==> src/rtl/ula_pkg.sv <==
// ula_pkg: shared widths, ULA opcodes and the arbiter state type.
// Build option ULA_ARB_FIXED_PRIO_EN selects fixed-priority arbitration
// (see ula_rr_pick); this package is unaffected by it.
package ula_pkg;

  localparam int ULA_W = 16;

  localparam logic [1:0] OP_ADD = 2'b00;
  localparam logic [1:0] OP_SUB = 2'b01;
  localparam logic [1:0] OP_AND = 2'b10;
  localparam logic [1:0] OP_OR  = 2'b11;

  typedef enum logic [1:0] {
    IDLE = 2'd0,
    EXEC = 2'd1,
    RESP = 2'd2
  } state_t;

endpackage

==> src/rtl/ula_rr_pick.sv <==
// ula_rr_pick: combinational winner selection over a request vector.
// Default: first valid index at or after i_ptr, wrapping around.
// With ULA_ARB_FIXED_PRIO_EN defined: lowest valid index wins, i_ptr ignored.
module ula_rr_pick #(
  parameter int NREQ = 4,
  parameter int IDW  = 2
) (
  input  logic [NREQ-1:0] i_valid,
  input  logic [IDW-1:0]  i_ptr,
  output logic [NREQ-1:0] o_grant,
  output logic [IDW-1:0]  o_idx
);

  int             w_cand;
  logic [IDW-1:0] w_cand_idx;
  logic           w_found;

  // Scan candidates in priority order; the first valid one takes the grant.
  always_comb begin
    o_grant    = '0;
    o_idx      = '0;
    w_found    = 1'b0;
    w_cand     = 0;
    w_cand_idx = '0;
    for (int k = 0; k < NREQ; k++) begin
`ifdef ULA_ARB_FIXED_PRIO_EN
      w_cand = k;
`else
      w_cand = int'(i_ptr) + k;
      if (w_cand >= NREQ) begin
        w_cand = w_cand - NREQ;
      end
`endif
      w_cand_idx = IDW'(w_cand);
      if (!w_found && i_valid[w_cand_idx]) begin
        w_found             = 1'b1;
        o_grant[w_cand_idx] = 1'b1;
        o_idx               = w_cand_idx;
      end
    end
  end

endmodule

==> src/rtl/ula_arbiter.sv <==
// ula_arbiter: shares one ULA among NREQ requesters.
// Flow per operation: IDLE (grant + latch operands) -> EXEC (ULA settles,
// capture C) -> RESP (hold result until rsp_ready) -> IDLE.
// Build option ULA_ARB_FIXED_PRIO_EN: fixed priority, no round-robin pointer.
module ula_arbiter
  import ula_pkg::*;
#(
  parameter int          NREQ     = 4,
  parameter int          W        = ULA_W,
  parameter int          IDW      = $clog2(NREQ),
  // Counter start value after reset; 0 for normal use.
  parameter logic [15:0] OPS_INIT = 16'h0000
) (
  input  logic            clk,
  input  logic            rst_n,
  input  logic [NREQ-1:0] req_valid,
  output logic [NREQ-1:0] req_ready,
  input  logic [NREQ*W-1:0] req_a,
  input  logic [NREQ*W-1:0] req_b,
  input  logic [NREQ*2-1:0] req_op,
  output logic            rsp_valid,
  input  logic            rsp_ready,
  output logic [IDW-1:0]  rsp_id,
  output logic [W-1:0]    rsp_data,
  output logic [W-1:0]    ula_a,
  output logic [W-1:0]    ula_b,
  output logic [1:0]      ula_op,
  input  logic [W-1:0]    ula_c,
  output logic            busy,
  output logic [15:0]     ops_done
);

  state_t          r_state;
  state_t          w_state_next;
  logic [W-1:0]    r_ula_a;
  logic [W-1:0]    r_ula_b;
  logic [1:0]      r_ula_op;
  logic [IDW-1:0]  r_rsp_id;
  logic [W-1:0]    r_rsp_data;
  logic            r_rsp_valid;
  logic [15:0]     r_ops_done;

  logic [NREQ-1:0] w_grant;
  logic [IDW-1:0]  w_idx;
  logic [IDW-1:0]  w_ptr;
  logic            w_any;
  logic            w_accept;
  logic            w_release;

  logic [W-1:0]    w_a_arr  [NREQ];
  logic [W-1:0]    w_b_arr  [NREQ];
  logic [1:0]      w_op_arr [NREQ];

  // Unpack the flat request buses so the winner can be selected by index.
  for (genvar gi = 0; gi < NREQ; gi++) begin : g_unpack
    assign w_a_arr[gi]  = req_a[gi*W +: W];
    assign w_b_arr[gi]  = req_b[gi*W +: W];
    assign w_op_arr[gi] = req_op[gi*2 +: 2];
  end

`ifdef ULA_ARB_FIXED_PRIO_EN
  assign w_ptr = '0;
`else
  logic [IDW-1:0] r_ptr;
  assign w_ptr = r_ptr;

  // Pointer moves just past the requester that was served.
  always_ff @(posedge clk or negedge rst_n) begin
    if (!rst_n) begin
      r_ptr <= '0;
    end else if (w_release) begin
      r_ptr <= (r_rsp_id == IDW'(NREQ - 1)) ? '0 : r_rsp_id + 1'b1;
    end
  end
`endif

  ula_rr_pick #(
    .NREQ (NREQ),
    .IDW  (IDW)
  ) u_pick (
    .i_valid (req_valid),
    .i_ptr   (w_ptr),
    .o_grant (w_grant),
    .o_idx   (w_idx)
  );

  assign w_any     = |req_valid;
  assign w_accept  = (r_state == IDLE) && w_any;
  assign w_release = (r_state == RESP) && rsp_ready;

  // Grant is visible only while idle and out of reset, so reset forces it low.
  assign req_ready = ((r_state == IDLE) && rst_n) ? w_grant : '0;

  // State register.
  always_ff @(posedge clk or negedge rst_n) begin
    if (!rst_n) begin
      r_state <= IDLE;
    end else begin
      r_state <= w_state_next;
    end
  end

  // Next-state decode.
  always_comb begin
    w_state_next = r_state;
    case (r_state)
      IDLE:    if (w_any) w_state_next = EXEC;
      EXEC:    w_state_next = RESP;
      RESP:    if (rsp_ready) w_state_next = IDLE;
      default: w_state_next = IDLE;
    endcase
  end

  // Operand latch on accept, result capture in EXEC, completion count on release.
  always_ff @(posedge clk or negedge rst_n) begin
    if (!rst_n) begin
      r_ula_a     <= '0;
      r_ula_b     <= '0;
      r_ula_op    <= '0;
      r_rsp_id    <= '0;
      r_rsp_data  <= '0;
      r_rsp_valid <= 1'b0;
      r_ops_done  <= OPS_INIT;
    end else begin
      if (w_accept) begin
        r_ula_a  <= w_a_arr[w_idx];
        r_ula_b  <= w_b_arr[w_idx];
        r_ula_op <= w_op_arr[w_idx];
        r_rsp_id <= w_idx;
      end
      if (r_state == EXEC) begin
        r_rsp_data  <= ula_c;
        r_rsp_valid <= 1'b1;
      end
      if (w_release) begin
        r_rsp_valid <= 1'b0;
        r_ops_done  <= r_ops_done + 16'd1;
      end
    end
  end

  assign ula_a     = r_ula_a;
  assign ula_b     = r_ula_b;
  assign ula_op    = r_ula_op;
  assign rsp_id    = r_rsp_id;
  assign rsp_data  = r_rsp_data;
  assign rsp_valid = r_rsp_valid;
  assign busy      = (r_state != IDLE);
  assign ops_done  = r_ops_done;

endmodule

==> config.mk <==
export PLATFORM = sky130hd
export DESIGN_NAME = ula_arbiter
export DESIGN_NICKNAME = d
export VERILOG_FILES = /design/src/rtl/ula_pkg.sv /design/src/rtl/ula_rr_pick.sv /design/src/rtl/ula_arbiter.sv
export SDC_FILE = /design/constraint.sdc
export NUM_CORES = 1
export LEC_CHECK = 0
export BUFFER_PORTS_ARGS = -buffer_cell sky130_fd_sc_hd__buf_2
export CORE_MARGIN = 3
export CORE_UTILIZATION = 46
export CTS_CLUSTER_DIAMETER = 200
export CTS_CLUSTER_SIZE = 16
export DETAILED_ROUTE_END_ITERATION = 12
export PLACE_DENSITY = 0.9
export REMOVE_ABC_BUFFERS = 1
export SKIP_CTS_REPAIR_TIMING = 1
export SLEW_MARGIN = 15
export SYNTH_ARGS = -nofsm -noshare
export SYNTH_HDL_FRONTEND = slang
export SYNTH_SLANG_ARGS = --single-unit
==> constraint.sdc <==
create_clock -name clk -period 3.8 [get_ports clk]
set_input_delay 0.38 -clock clk [delete_from_list [all_inputs] [get_ports clk]]
set_output_delay 0.38 -clock clk [all_outputs]
set_load 0.01 [all_outputs]
Word level (Yosys, flattened, before mapping) --
Cells that the tools add are included.
Word-level totals: flip-flop bits (word level) 73, input port bits 159
Cells by class: reductions and logical operators 18, eq/ne operators 5, mux-type cells 47, order comparisons 13, bitwise operators 4, add/subtract/negate cells 9
Operator list (count):
- $bmux W16 S2 | 2
- $mux W16 | 4
- $mux W2 | 13
- $mux W4 | 5
- $add A16 B1 Y16 const B | 1
- $mux W1 | 13
- $ge A3 B3 Y1 const B | 4
- $lt A2 B3 Y1 const B | 4
- $or A4 B4 Y4 | 3
- $logic_and A1 B1 Y1 | 10
- $bmux W1 S2 | 4
- $demux W1 S2 | 4
- $ge A2 B1 Y1 const B | 4
- $sub A2 B1 Y2 const B | 4
- $add A2 B2 Y3 const B | 2
- $pmux W2 S3 | 1
- $bmux W2 S2 | 1
- $eq A2 B2 Y1 const B | 2
- $ne A2 B2 Y1 const B | 2
- $reduce_bool A2 Y1 | 2
- $reduce_or A4 Y1 | 1
- $add A2 B1 Y3 const B | 1
- $ge A2 B3 Y1 const B | 1
- $logic_not A1 Y1 | 3
- other kinds (5) | 5

Depth between registers and ports, before layout --
Gate-level depths: netlist of the first run.
depth in word-level cells 18, depth in mapped cells 13, mapped depth without buffers 8

Hierarchy --
From an unflattened synthesis of the first run, not the netlist that was laid out.
Unflattened totals: cell total of the unflattened synthesis 289, area total of the unflattened synthesis 4192.8 µm²
Modules (own cells, without submodules):
- ula_arbiter | area an instance 3753.6 µm², times used 1, seq. area each 1826.8 µm², cells each 241
- ula_rr_pick | area an instance 439.2 µm², times used 1, seq. area each 0.0 µm², cells each 48

Least setup slack after synthesis of the first run --
OpenSTA, ideal clock, no wires.
path kind reg-to-output, from register r_ptr[0], to output port req_ready[0], cell stages (with the launch flop) 12, slack 0.675 ns, data required time 3.420 ns, buffers on the path 4, arrival 2.745 ns, cell sequence dfrtp_1 -> buf_6 -> buf_2 -> inv_1 -> ha_1 -> buf_6 -> mux4_2 -> nor2b_1 -> buf_2 -> a221o_1 -> o21ai_0 -> a21oi_1
Between the ends: longest elaborated chain between the ends 15, elaborated cells between the ends (all ways) 60, those cells by class 7 x add/sub; 12 x order compare; 28 x mux; 3 x bitwise; 10 x reduce/logical
Ends and longest elaborated chain:
- start: declaration | line ula_arbiter.sv:64 | logic [IDW-1:0] r_ptr;
- start signal: assignment | line ula_arbiter.sv:72 | r_ptr <= (r_rsp_id == IDW'(NREQ - 1)) ? '0 : r_rsp_id + 1'b1;
- parallel branches: the longest is 13 deep, another holds $add A2 B1 Y3
- $mux W4 (*) | line ula_rr_pick.sv:35 | if (!w_found && i_valid[w_cand_idx]) begin
- $mux W4 (*) | line ula_arbiter.sv:92 | assign req_ready = ((r_state == IDLE) && rst_n) ? w_grant : '0;
- end: declaration | line ula_arbiter.sv:17 | output logic [NREQ-1:0] req_ready,
Every way passes the cells marked *. The select of a mux whose other input is x is not followed.

Final worst setup path of the first run --
from register r_ptr[1], to output port req_ready[1]
Same word-level chain as after synthesis.

==> impl_results.md, run 1 <==
* Critical path's slowest cell: mux4_2
* Final Power at 5.32 mW
* R2R depth at 9
* Htree depth at 3
* Syn Inst Count at 439
* Reg2Reg Setup Slack at 0.44 ns
* Yosys Warn Count at 0
* First-pass GRT wire length at 22,400 µm
* Post-Place Setup Slack at 0.306 ns
* Status: finished clean
* Async S/R FF share, synth at 1.00
* Vias in the first global route at 4,590
* Num ports at 233
* Maximum VDD drop at 0.624 mV
* Final setup fails at 0
* Worst setup EP type: output pin
* Layout cells sized above 1 at 0.443
* CTS sink cnt at 73
* Post-route ant nets at 0
* Comb power frac at 0.608
* CTS tree: built
* Clk pwr share at 0.142
* CP Max Fanout at 13
* Critical path arrival at 3.12 ns
* Crit. Startpoint: r_ptr[1]
* Max-slew violations at 0
* Die X at 106 µm
* Leading area contributor after synthesis: dfrtp_1
* Post-route DRC violation count at 0
* Core Rows at 35
* GRT Total Usage at 0.246
* Worst-path clk slew at 0.08 ns
* DR iter-0 viols at 283
* Internal at 2.98 mW
* Skew final at 0.0148 ns
* Mapped Area at 0.00458 mm²
* Largest net degree at the start of global routing at 74
* Worst Max-Slew Pin Slew at 0.907 ns
* Worst R2R End: ula_a[0]
* EDFF count, synth at 0
* Clk_lat worst skew at 0.35 ns
* Post-synth top cells: dfrtp_1, nand2_1, mux2i_1
* Worst path required time at 3.42 ns
* Pwr dens at 883 mW/mm²
* Initial antenna violation count at 0
* Hold WC Path Type: in2async
* Final min period at 3.50 ns
* Area delta synth->final at 31.5%
* Synth top area cells: dfrtp_1, mux2i_1, nand2_1, o221ai_1, mux2_2
* Seq pwr share at 0.251
* Initial core utilization at 0.484
* Startpoint Class: flip-flop
* Register bit total from synthesis at 73
* DIE AREA at 0.0112 mm²
* Post-synth cell types at 49
* Number of buffers created by CTS at 9
* CP peak stage delay at 0.66 ns
* Worst Setup Slack, final at 0.299 ns
* 1st-pass router iterations at 5
* Max Cap Viol at 0
* Sequential element share of the synthesized area at 0.399
* Port Buffer Count at 232
* Drt via density at 5.66
* GRT overflow at 0
* Sw Pwr at 2.34 mW
* Leak pwr at 3.09 nW
* RSZ-0062 raised after global routing: no
* RePlAce Congestion at 0.949
* Top-area cell type share of the netlist area at 0.399
* Worst rel slew slack at 0.395
* Avg Inst Size Synth at 10.4 µm²
* Fin. Hold Viols at 0
* Worst-path cell chain: inv_1 > ha_1 > mux4_2 > nor2b_1 > buf_4 > a221o_1 > o21ai_0 > a21oi_1 > buf_2
* Root Driver: clkbuf_8
* DRT Wirelength at 13,800 µm
* Final period util at 0.921
* Core box area at 0.00946 mm²
* Crit Path Category: reg2out
* Post-DP HPWL at 10,600 µm
* Setup TNS Final at 0 ns
* Switching power share of the total at 0.440
* Clock buffer depth at 2
* Nets at 827
* Filler Cells Inserted at 795
* Diode count at 0
* DR vias at 4,489
* Max Freq at 0.286 GHz
* Die height at 106 µm
* Main synth FF type: dfrtp_1
* R2R Path Start: r_ptr[1]
* Routed WL per cell at 17.5 µm
* Final core occ at 0.637
## state kept, by name, indices dropped and copies added (netlist names)
| signal | cells |
|---|---|
| ula_a | 16 |
| rsp_data | 16 |
| ula_op | 2 |
| rsp_id | 2 |
| r_state | 2 |
| ops_done | 16 |
| ula_b | 16 |
| rsp_valid | 1 |
| r_ptr | 2 |
## cell families after synthesis
logic type,after synthesis,share of synthesized area
AND/OR/NAND/NOR,129,0.128
flip-flops,73,0.399
multiplexers,87,0.206
adder cells (fa/ha/maj),9,0.0246
AO/OA/AOI/OAI,89,0.163
XOR/XNOR,15,0.0287
buffers and inverters,37,0.0500
## power by group through the flow
stage                     Combinational (mW)  Clock, mW  Sequential, mW
after floorplan                         2.08          0            1.51
after global placement                  3.08          0            1.32
after detailed placement                3.22          0            1.34
after CTS                               3.22      0.771            1.33
after global routing                    3.53      0.810            1.38
final                                   3.23      0.755            1.33
## worst max path at each step
stage / to / slack [ns] / cells past startpoint
after global routing: req_ready[3] / 0.08 / 9
after detailed placement: ula_a[14] / 0.31 / 9
final: req_ready[1] / 0.30 / 9
after global placement: ula_a[0] / 0.47 / 9
after CTS: req_ready[1] / 0.07 / 7
after floorplan: ula_a[10] / -1.70 / 8
## worst max-delay path, delay by kind of cell, from the launching register on
| family | cells | cell delay (ns) |
|---|---|---|
| flip-flops | 1 | 0.51 |
| AND/OR/NAND/NOR | 1 | 0.14 |
| buffers and inverters | 3 | 0.54 |
| multiplexers | 1 | 0.66 |
| adder cells (fa/ha/maj) | 1 | 0.49 |
| AO/OA/AOI/OAI | 3 | 0.44 |
## final cells by class
class                   count  area, µm²  area share
clock inverters             7        125      0.0208
clock buffers               9        124      0.0206
well taps                 129        161      0.0268
flip-flops and latches     73       1830       0.304
repair buffers            242       1240       0.206
inverters                   4       15.0     0.00249
multi-input cells         329       2530       0.420
## layer usage
| metal | track usage | vias up | wire, µm |
|---|---|---|---|
| met1 | 0.308 | 2138 | 5440 |
| met4 | 0.0814 | 0 | 291 |
| met5 | 0 | - | 0 |
| met3 | 0.0570 | 33 | 1080 |
| met2 | 0.419 | 250 | 7030 |
| li1 | - | 2068 | - |
## placed cells by master, fill, tap and decap left out, types with 3 or more instances in the layout
master	instances
bufinv_16	3
nand3_1	15
clkbuf_8	9
a221oi_1	8
nand4_1	4
a21oi_1	5
xnor2_1	12
nor2_1	18
buf_4	11
a211oi_1	18
a221o_1	4
dfrtp_1	72
inv_1	4
mux2i_1	55
nor2b_1	3
nand2_1	73
ha_1	9
buf_2	231
mux2_2	20
o21ai_0	8
o221ai_1	26
xor2_1	3
mux2_1	9
a22o_1	10
## metrics by stage
step / hold slack (ns) / std cells / area (µm²)
2_1_floorplan: 0.0844 / 406 / 4360
3_5_place_dp: 0.471 / 777 / 5760
6_report: 0.274 / 793 / 6020
4_1_cts: 0.252 / 793 / 6010
5_1_grt: 0.253 / 793 / 6020
3_3_place_gp: 0.457 / 777 / 5760
No activity file was read; power rests on OpenSTA's default activity.
==> inputs of run 2 (changes only) <==
- CELL_PAD_IN_SITES_DETAIL_PLACEMENT: not set -> 0
- CELL_PAD_IN_SITES_GLOBAL_PLACEMENT: not set -> 2
- CORE_UTILIZATION: 46 -> 27
- PLACE_DENSITY: 0.9 -> 0.91
==> impl_results.md, run 2 (synthesized netlist as in run 1, its figures left out) <==
* DRT Wirelength at 14,600 µm (+5.8%)
* Critical Path Stages at 8 (-1)
* Maximum VDD drop at 0.327 mV (-48%)
* Final setup fails at 0 (unchanged)
* Die X at 136 µm (+29%)
* CP Max Fanout at 9 (-4)
* Port Buffer Count at 232 (unchanged)
* First-pass GRT wire length at 22,300 µm (-0.34%)
* Setup TNS Final at 0 ns (unchanged)
* Initial core utilization at 0.282 (-0.202)
* RePlAce Congestion at 0.856 (-9.8%)
* Crit Path Category: reg2out
* DR iter-0 viols at 125 (-56%)
* Worst Setup Slack, final at 0.443 ns (+0.144 ns)
* Critical path arrival at 2.98 ns (-0.14 ns)
* Initial antenna violation count at 2 (+2)
* Nets at 827 (unchanged)
* Reg2Reg Setup Slack at 0.51 ns (+0.07 ns)
* Post-route ant nets at 0 (unchanged)
* Pwr dens at 874 mW/mm² (-1.0%)
* R2R depth at 8 (-1)
* Most common cell after layout, fill and taps aside: buf_2
* Startpoint Class: flip-flop
* Max Cap Viol at 0 (unchanged)
* CP peak stage delay at 0.65 ns (about the same)
* Post-DP HPWL at 11,100 µm (+5.2%)
* Worst path required time at 3.42 ns (about the same)
* Worst-path clk slew at 0.06 ns (-0.02 ns)
* Final period util at 0.883 (-0.0379)
* Vias in the first global route at 4,402 (-4.1%)
* Worst Max-Slew Pin Slew at 1.19 ns (+0.284 ns)
* Worst setup EP type: output pin
* Drt via density at 4.96 (-12%)
* DR vias at 4,365 (-2.8%)
* GRT overflow at 0 (unchanged)
* Worst R2R End: ula_b[14]
* Status: finished clean
* CTS sink cnt at 73 (unchanged)
* Worst-path cell chain: inv_1 > ha_1 > mux4_2 > nor2b_1 > a221o_1 > o21ai_0 > a21oi_1 > buf_2
* Post-Place Setup Slack at 0.474 ns (+0.168 ns)
* Hold WC Path Type: in2reg
* Crit. Startpoint: r_ptr[1]
* Clock buffer depth at 2 (unchanged)
* Post-route DRC violation count at 0 (unchanged)
* Fin. Hold Viols at 0 (unchanged)
* Diode count at 0 (unchanged)
* Die height at 136 µm (+29%)
* Crit path capture: req_ready[1]
* Critical path's slowest cell: mux4_2
* Max Freq at 0.298 GHz (+4.3%)
* Number of buffers created by CTS at 9 (unchanged)
* R2R Path Start: r_ptr[1]
* DIE AREA at 0.0186 mm² (+66%)
* RSZ-0062 raised after global routing: no
* CTS tree: built
* 1st-pass router iterations at 4 (-1)
* Root Driver: clkbuf_16
* Skew final at 0.00796 ns (-0.00688 ns)
* Filler Cells Inserted at 1,690 (+110%)
* Core Rows at 46 (+31%)
* GRT Total Usage at 0.154 (-0.0919)
* Layout cells sized above 1 at 0.438 (-0.00452)
* Final min period at 3.36 ns (-0.144 ns)
* Htree depth at 3 (unchanged)
* Worst rel slew slack at 0.206 (-0.190)
* Final Power at 5.38 mW (+1.2%)
* Buf+Inv Stages, Crit Path at 2 (-1)
* Num ports at 233 (unchanged)
* Leak pwr at 3.10 nW (+0.37%)
* Core box area at 0.0162 mm² (+72%)
* Routed WL per cell at 16.6 µm (-4.7%)
* Clk_lat worst skew at 0.33 ns (-0.02 ns)
* Largest net degree at the start of global routing at 74 (unchanged)
* Most frequent cells in the layout: buf_2, nand2_1, dfrtp_1
* Area delta synth->final at 34.5%
* Family with the most delay on the worst path: multiplexers
* Max-slew violations at 0 (unchanged)
run 2: changes by cell type in the layout (fill, tap and decap cells not counted), sizes merged:
| cell | delta |
|---|---|
| clkbuf | +1 |
| bufinv | -3 |
| clkinv | +1 |
| inv | -1 |
| clkinvlp | +2 |
run 2: cell type report:
cell class / instances / area (µm²) / share of cell area
clock buffer: 10 / 229 / 0.0372
inverter: 4 / 15.0 / 0.00244
clock inverter: 6 / 42.5 / 0.00691
multi-input combinational: 329 / 2520 / 0.410
timing repair buffer: 242 / 1250 / 0.203
tap: 216 / 270 / 0.0439
sequential: 73 / 1830 / 0.297
run 2: metal layers:
| layer | track usage | share of wire |
|---|---|---|
| met1 | 0.183 | 0.41 |
| met2 | 0.266 | 0.49 |
| met3 | 0.0500 | 0.090 |
| met4 | 0.0426 | 0.011 |
| met5 | 0 | 0.0017 |
run 2: worst min path at each step:
stage              start      endpoint  cells after the start
4_1_cts         ula_c[4]   rsp_data[4]                      2
3_3_place_gp    ula_a[1]      ula_a[1]                      2
2_1_floorplan      rst_n   ops_done[0]                      0
5_1_grt        ula_c[15]  rsp_data[15]                      2
6_report        ula_c[4]   rsp_data[4]                      2
3_5_place_dp   ula_a[14]     ula_a[14]                      2
run 2: report_power, final:
| group | switching [mW] | total [mW] | leakage [nW] | internal, mW |
|---|---|---|---|---|
| sequential | 0.188 | 1.31 | 0.897 | 1.12 |
| combinational | 1.86 | 3.29 | 2.08 | 1.43 |
| clock | 0.336 | 0.779 | 0.129 | 0.443 |
run 2: through the flow:
step	util	cells	instance area (µm²)	hold slack, ns
global placement	0.363	864	5890	0.467
detailed placement	0.363	864	5890	0.474
global route	0.379	880	6160	0.268
CTS	0.379	880	6160	0.261
finish	0.379	880	6160	0.280
floorplan	-	406	4360	0.0844
